===== src/rtl/mc_ctrl.sv =====
// Multicycle MIPS control FSM: sequences the datapath register enables and mux selects
// one instruction at a time, with a bounded-wait handshake to a shared memory.
module mc_ctrl #(
   parameter int unsigned WAIT_MAX = 255,
   parameter int unsigned CNT_W    = 8
) (
   input  logic       clk,
   input  logic       rst_n,
   input  logic [5:0] opcode,
   input  logic       zero,
   input  logic       mem_ready,
   output logic       mem_req,
   output logic       mem_we,
   output logic       iord,
   output logic       ir_we,
   output logic       mdr_we,
   output logic       ab_we,
   output logic       aluout_we,
   output logic       pc_we,
   output logic [1:0] pc_src,
   output logic       alu_src_a,
   output logic [1:0] alu_src_b,
   output logic [1:0] alu_op,
   output logic       reg_we,
   output logic       reg_dst,
   output logic       mem_to_reg,
   output logic       illegal,
   output logic       mem_err
);

   // state     | meaning
   // ----------+-----------------------------------------------
   // S_INIT    | post-reset idle cycle, all outputs low
   // S_FETCH   | read instruction at PC, write IR, PC += 4
   // S_DECODE  | load A/B, precompute branch target into ALUOut
   // S_MEMADR  | ALUOut = A + imm (lw/sw address)
   // S_MEMRD   | read data at ALUOut into MDR
   // S_MEMWB   | rt = MDR
   // S_MEMWR   | write B to memory at ALUOut
   // S_EXEC    | ALUOut = A op B (R-type)
   // S_ALUWB   | rd = ALUOut
   // S_BRANCH  | compare A/B, PC = ALUOut when equal
   // S_ADDIEX  | ALUOut = A + imm (addi)
   // S_ADDIWB  | rt = ALUOut
   // S_JUMP    | PC = jump target
   typedef enum logic [3:0] {
      S_INIT   = 4'd0,
      S_FETCH  = 4'd1,
      S_DECODE = 4'd2,
      S_MEMADR = 4'd3,
      S_MEMRD  = 4'd4,
      S_MEMWB  = 4'd5,
      S_MEMWR  = 4'd6,
      S_EXEC   = 4'd7,
      S_ALUWB  = 4'd8,
      S_BRANCH = 4'd9,
      S_ADDIEX = 4'd10,
      S_ADDIWB = 4'd11,
      S_JUMP   = 4'd12
   } state_t;

   localparam logic [5:0] OP_RTYPE = 6'h00;
   localparam logic [5:0] OP_LW    = 6'h23;
   localparam logic [5:0] OP_SW    = 6'h2B;
   localparam logic [5:0] OP_BEQ   = 6'h04;
   localparam logic [5:0] OP_ADDI  = 6'h08;
   localparam logic [5:0] OP_J     = 6'h02;

   localparam logic [CNT_W-1:0] WAIT_LIM = CNT_W'(WAIT_MAX);

   state_t           state_q, state_d;
   logic [CNT_W-1:0] cnt_q, cnt_d;
   logic             illegal_q, illegal_d;
   logic             mem_err_q, mem_err_d;
   logic             timeout;

   always_ff @(posedge clk or negedge rst_n) begin
      if (!rst_n) begin
         state_q   <= S_INIT;
         cnt_q     <= '0;
         illegal_q <= 1'b0;
         mem_err_q <= 1'b0;
      end else begin
         state_q   <= state_d;
         cnt_q     <= cnt_d;
         illegal_q <= illegal_d;
         mem_err_q <= mem_err_d;
      end
   end

   always_comb begin
      state_d    = state_q;
      illegal_d  = illegal_q;
      mem_err_d  = mem_err_q;
      timeout    = 1'b0;
      mem_req    = 1'b0;
      mem_we     = 1'b0;
      iord       = 1'b0;
      ir_we      = 1'b0;
      mdr_we     = 1'b0;
      ab_we      = 1'b0;
      aluout_we  = 1'b0;
      pc_we      = 1'b0;
      pc_src     = 2'd0;
      alu_src_a  = 1'b0;
      alu_src_b  = 2'd0;
      alu_op     = 2'd0;
      reg_we     = 1'b0;
      reg_dst    = 1'b0;
      mem_to_reg = 1'b0;

      case (state_q)
         S_INIT: state_d = S_FETCH;
         S_FETCH: begin
            mem_req   = 1'b1;
            alu_src_b = 2'd1;
            if (mem_ready) begin
               ir_we   = 1'b1;
               pc_we   = 1'b1;
               state_d = S_DECODE;
            end else if (cnt_q == WAIT_LIM) begin
               timeout = 1'b1;
            end
         end
         S_DECODE: begin
            alu_src_b = 2'd3;
            ab_we     = 1'b1;
            aluout_we = 1'b1;
            case (opcode)
               OP_LW, OP_SW: state_d = S_MEMADR;
               OP_RTYPE:     state_d = S_EXEC;
               OP_BEQ:       state_d = S_BRANCH;
               OP_ADDI:      state_d = S_ADDIEX;
               OP_J:         state_d = S_JUMP;
               default: begin
                  state_d   = S_FETCH;
                  illegal_d = 1'b1;
               end
            endcase
         end
         S_MEMADR: begin
            alu_src_a = 1'b1;
            alu_src_b = 2'd2;
            aluout_we = 1'b1;
            state_d   = (opcode == OP_LW) ? S_MEMRD : S_MEMWR;
         end
         S_MEMRD: begin
            mem_req = 1'b1;
            iord    = 1'b1;
            if (mem_ready) begin
               mdr_we  = 1'b1;
               state_d = S_MEMWB;
            end else if (cnt_q == WAIT_LIM) begin
               timeout = 1'b1;
            end
         end
         S_MEMWB: begin
            reg_we     = 1'b1;
            mem_to_reg = 1'b1;
            state_d    = S_FETCH;
         end
         S_MEMWR: begin
            mem_req = 1'b1;
            mem_we  = 1'b1;
            iord    = 1'b1;
            if (mem_ready) begin
               state_d = S_FETCH;
            end else if (cnt_q == WAIT_LIM) begin
               timeout = 1'b1;
            end
         end
         S_EXEC: begin
            alu_src_a = 1'b1;
            alu_op    = 2'd2;
            aluout_we = 1'b1;
            state_d   = S_ALUWB;
         end
         S_ALUWB: begin
            reg_we  = 1'b1;
            reg_dst = 1'b1;
            state_d = S_FETCH;
         end
         S_BRANCH: begin
            alu_src_a = 1'b1;
            alu_op    = 2'd1;
            pc_src    = 2'd1;
            pc_we     = zero;
            state_d   = S_FETCH;
         end
         S_ADDIEX: begin
            alu_src_a = 1'b1;
            alu_src_b = 2'd2;
            aluout_we = 1'b1;
            state_d   = S_ADDIWB;
         end
         S_ADDIWB: begin
            reg_we  = 1'b1;
            state_d = S_FETCH;
         end
         S_JUMP: begin
            pc_src  = 2'd2;
            pc_we   = 1'b1;
            state_d = S_FETCH;
         end
         default: state_d = S_INIT;
      endcase

      // A timed-out access fires no enable, so a FETCH retry reuses the same PC.
      if (timeout) begin
         state_d   = S_FETCH;
         mem_err_d = 1'b1;
      end

      if ((state_d != state_q) || timeout) begin
         cnt_d = '0;
      end else if (mem_req && !mem_ready) begin
         cnt_d = cnt_q + 1'b1;
      end else begin
         cnt_d = cnt_q;
      end
   end

   assign illegal = illegal_q;
   assign mem_err = mem_err_q;

endmodule


===== config.mk =====
export PLATFORM = sky130hd
export DESIGN_NAME = mc_ctrl
export DESIGN_NICKNAME = d
export VERILOG_FILES = /design/src/rtl/mc_ctrl.sv
export SDC_FILE = /design/constraint.sdc
export NUM_CORES = 1
export LEC_CHECK = 0
export ABC_AREA = 1
export CAP_MARGIN = 0
export CORE_MARGIN = 4
export CORE_UTILIZATION = 44
export DETAILED_ROUTE_END_ITERATION = 10
export GPL_ROUTABILITY_DRIVEN = 0
export HOLD_SLACK_MARGIN = 0.15
export PLACE_DENSITY = 0.72
export SYNTH_ARGS = -nofsm -noshare
export SYNTH_HDL_FRONTEND = slang
export SYNTH_SLANG_ARGS = --single-unit

===== constraint.sdc =====
create_clock -name clk -period 2.1 [get_ports clk]
set_input_delay 0.42 -clock clk [delete_from_list [all_inputs] [get_ports clk]]
set_output_delay 0.42 -clock clk [all_outputs]
set_load 0.02 [all_outputs]

==> out/metrics.yaml <==
sta:
  worst_pin_slew_ns: 0.628
  fmax_mhz: 494
  setup-tns-final_ns: 0
  post-route-period-util: 0.964
  slew_viol_final: 0
  finalClockSkew_ns: 0.00542
  period_needed_ns: 2.02
  hold_viol_final: 0
  slew_headroom: 0.580
  fin_ws_ns: 0.0752
  setup_violations: 0
  rsz0062_at_grt: "false"
clock_tree:
  worstSkewPairLatency_ns: 0.28
  cts-root-buf: "clkbuf_4"
  hold_buffers: 0
  cts_buffers: 3
  path_clk_slew_ns: 0.08
  htreeDepth: 1
  clock_sinks: 14
  ctsLongestPathBuffers: 2
  cts_tree: "done"
cells_and_area:
  final_common_cell: "nand2_1"
  fin_nets: 218
  drive_above_1_share: 0.272
  mostFrequentLayoutCells: "nand2_1 (33), inv_1 (25), nor2_1 (19), nand3_1 (16), dlygate4sd2_1 (15)"
  fin_area_um2: 1670
  area_growth_pct: 28.0
  antenna_cells: 0
drt:
  routed_wl_um: 2890
  viasPerCell: 5.10
  wl_per_cell_um: 12.2
  drt_iter0_markers: 54
  ant_nets: 0
  num_vias: 1208
  first_pass_iters: 5
  drc: 0
worst_setup_path:
  cpMaxStageDelayCell: "dfrtp_2"
  cp_max_fo: 5
  path_cells: "buf_4, nor2_8, nand3_1, nand2_4, clkdlybuf4s15_1"
  cp.depth: 5
  cp_data_required_time_ns: 1.68
  critPathTopFamily: "buffers and inverters"
  path_buf_inv: 2
  crit_path_end_kind: "primary output"
  r2r_cells: 11
  crit_type: "flip-flop to primary output"
  crit_path_max_incr_delay_ns: 0.46
  arrival_ns: 1.60
  startpoint_type: "flip-flop"
floorplanning:
  core_area_um2: 2810
  ioPinCount: 30
  die_y_um: 62.5
  die_area_um2: 3900
  floorplan.rows: 19
  die_w_um: 62.5
  initial_utilization: 0.466
logic_synthesis:
  synth_seq_cells: 14
  ys_async_sr_fraction: 1.00
  synthFlopType: "dfrtp_1"
  synth_cell_types: 31
  ys_warn_count: 0
  synth_cells: 168
  ys_seq_area_frac: 0.268
  synth_area_um2: 1310
  syn-mean-instance-area_um2: 7.78
  synth_edf_count: 0
  synth_fp_nets: 179
power:
  p_int_uw: 872
  leakage_nw: 0.953
  swShare: 0.537
  ir_drop_mv: 0.556
  p_total_mw: 1.88
  combPwrFrac: 0.689
  p_seq_frac: 0.207
  pwr-share-clk: 0.104
  power_switching_mw: 1.01
  pwr_density_cell_nw_per_um2: 1130
grt:
  grt_overflow: 0
  grt_start_max_net_pins: 15
  track_usage: 0.154
  antenna_found_initial: 0
  grt_pass1_vias: 1160
  grt_pass1_wl_um: 5070
place:
  placed_cell_area_um2: 1660
  dp_slack_ns: -0.110
  dp.final_hpwl_um: 2430
  port_buffers: 29
min_path:
  hold_class: "flip-flop to flip-flop"
  min_path_cells: 2
status:
  status: "complete, no violations"
job:
  maxCapViolations: 0
## kinds of logic after synthesis
family          Yosys count  synth area share
buf+inv                  34             0.129
xor+xnor                  6            0.0402
flops                    14             0.268
fa+ha+maj                 1           0.00958
compound gates            7            0.0422
simple gates            106             0.511
## flip-flops by register name (all words and copies together), names as in the netlist
name     flops
cnt_q        8
state_q      4
illegal      1
mem_err      1
## worst reg2reg max path: cells and delay by family, from the launching register on
kind / cells / cell delay, ns
AND/OR/NAND/NOR: 9 / 0.86
buffers and inverters: 2 / 0.33
flip-flops: 1 / 0.50
## stage by stage
| stage | instances | utilization | hold slack (ns) |
|---|---|---|---|
| global placement | 233 | 0.592 | 0.450 |
| floorplan | 168 | - | 0.124 |
| global route | 237 | 0.596 | 0.513 |
| detailed placement | 233 | 0.592 | 0.459 |
| finish | 237 | 0.596 | 0.479 |
| CTS | 237 | 0.599 | 0.483 |
## final cells by class
class | count | area (µm²)
flip-flops and latches | 14 | 353
fillers | 268 | 1130
repair buffers | 37 | 322
multi-input cells | 120 | 787
well taps | 31 | 38.8
inverters | 31 | 135
clock buffers | 4 | 36.3
## Yosys cell counts (2+ instances only)
library cell  instances  share of area
nand2_1              33          0.095
inv_1                25          0.072
nor2_1               19          0.055
nand3_1              16          0.061
dfrtp_1              14           0.27
nor3_2                8          0.061
nand2_4               7          0.060
nand4_1               4          0.019
nor2_2                4          0.019
buf_6                 3          0.026
nand2_2               3          0.014
nand3_2               3          0.023
nor2_8                3          0.046
xnor2_1               3          0.020
xor2_1                3          0.020
inv_2                 2         0.0057
inv_4                 2         0.0096
nand3_4               2          0.027
o21ai_0               2         0.0077
## power groups by stage
stage / combinational [mW] / clock [mW] / sequential [mW]
6_report: 1.30 / 0.195 / 0.390
5_1_grt: 1.42 / 0.220 / 0.396
4_1_cts: 1.31 / 0.203 / 0.389
3_5_place_dp: 1.39 / 0 / 0.391
3_3_place_gp: 1.37 / 0 / 0.389
2_1_floorplan: 1.04 / 0 / 0.347
## path summary, 6_finish.rpt
| path | startpoint | to | slack (ns) |
|---|---|---|---|
| setup / recovery | state_q[2] | reg_we | 0.08 |
| hold / removal | mem_err | mem_err | 0.48 |
| setup reg to reg | state_q[0] | cnt_q[5] | 0.34 |
| hold reg to reg | mem_err | mem_err | 0.48 |
| max in group asynchronous | rst_n | state_q[2] | 1.13 |
| min in group asynchronous | rst_n | cnt_q[7] | 0.52 |
## routing by layer
metal,share of wire,routed length (µm),vias up,global-route usage
met4,0.0086,25,0,0.0413
li1,-,-,606,-
met5,0,0,-,0
met3,0.060,174,2,0.0378
met1,0.45,1300,563,0.189
met2,0.48,1390,37,0.266
## timing repair
action	in CTS	in global routing
setup buffers	0	0
endpoints found under the setup margin	18	3
resized for setup	21	4
Note: power is estimated with default switching activity, not from simulation.
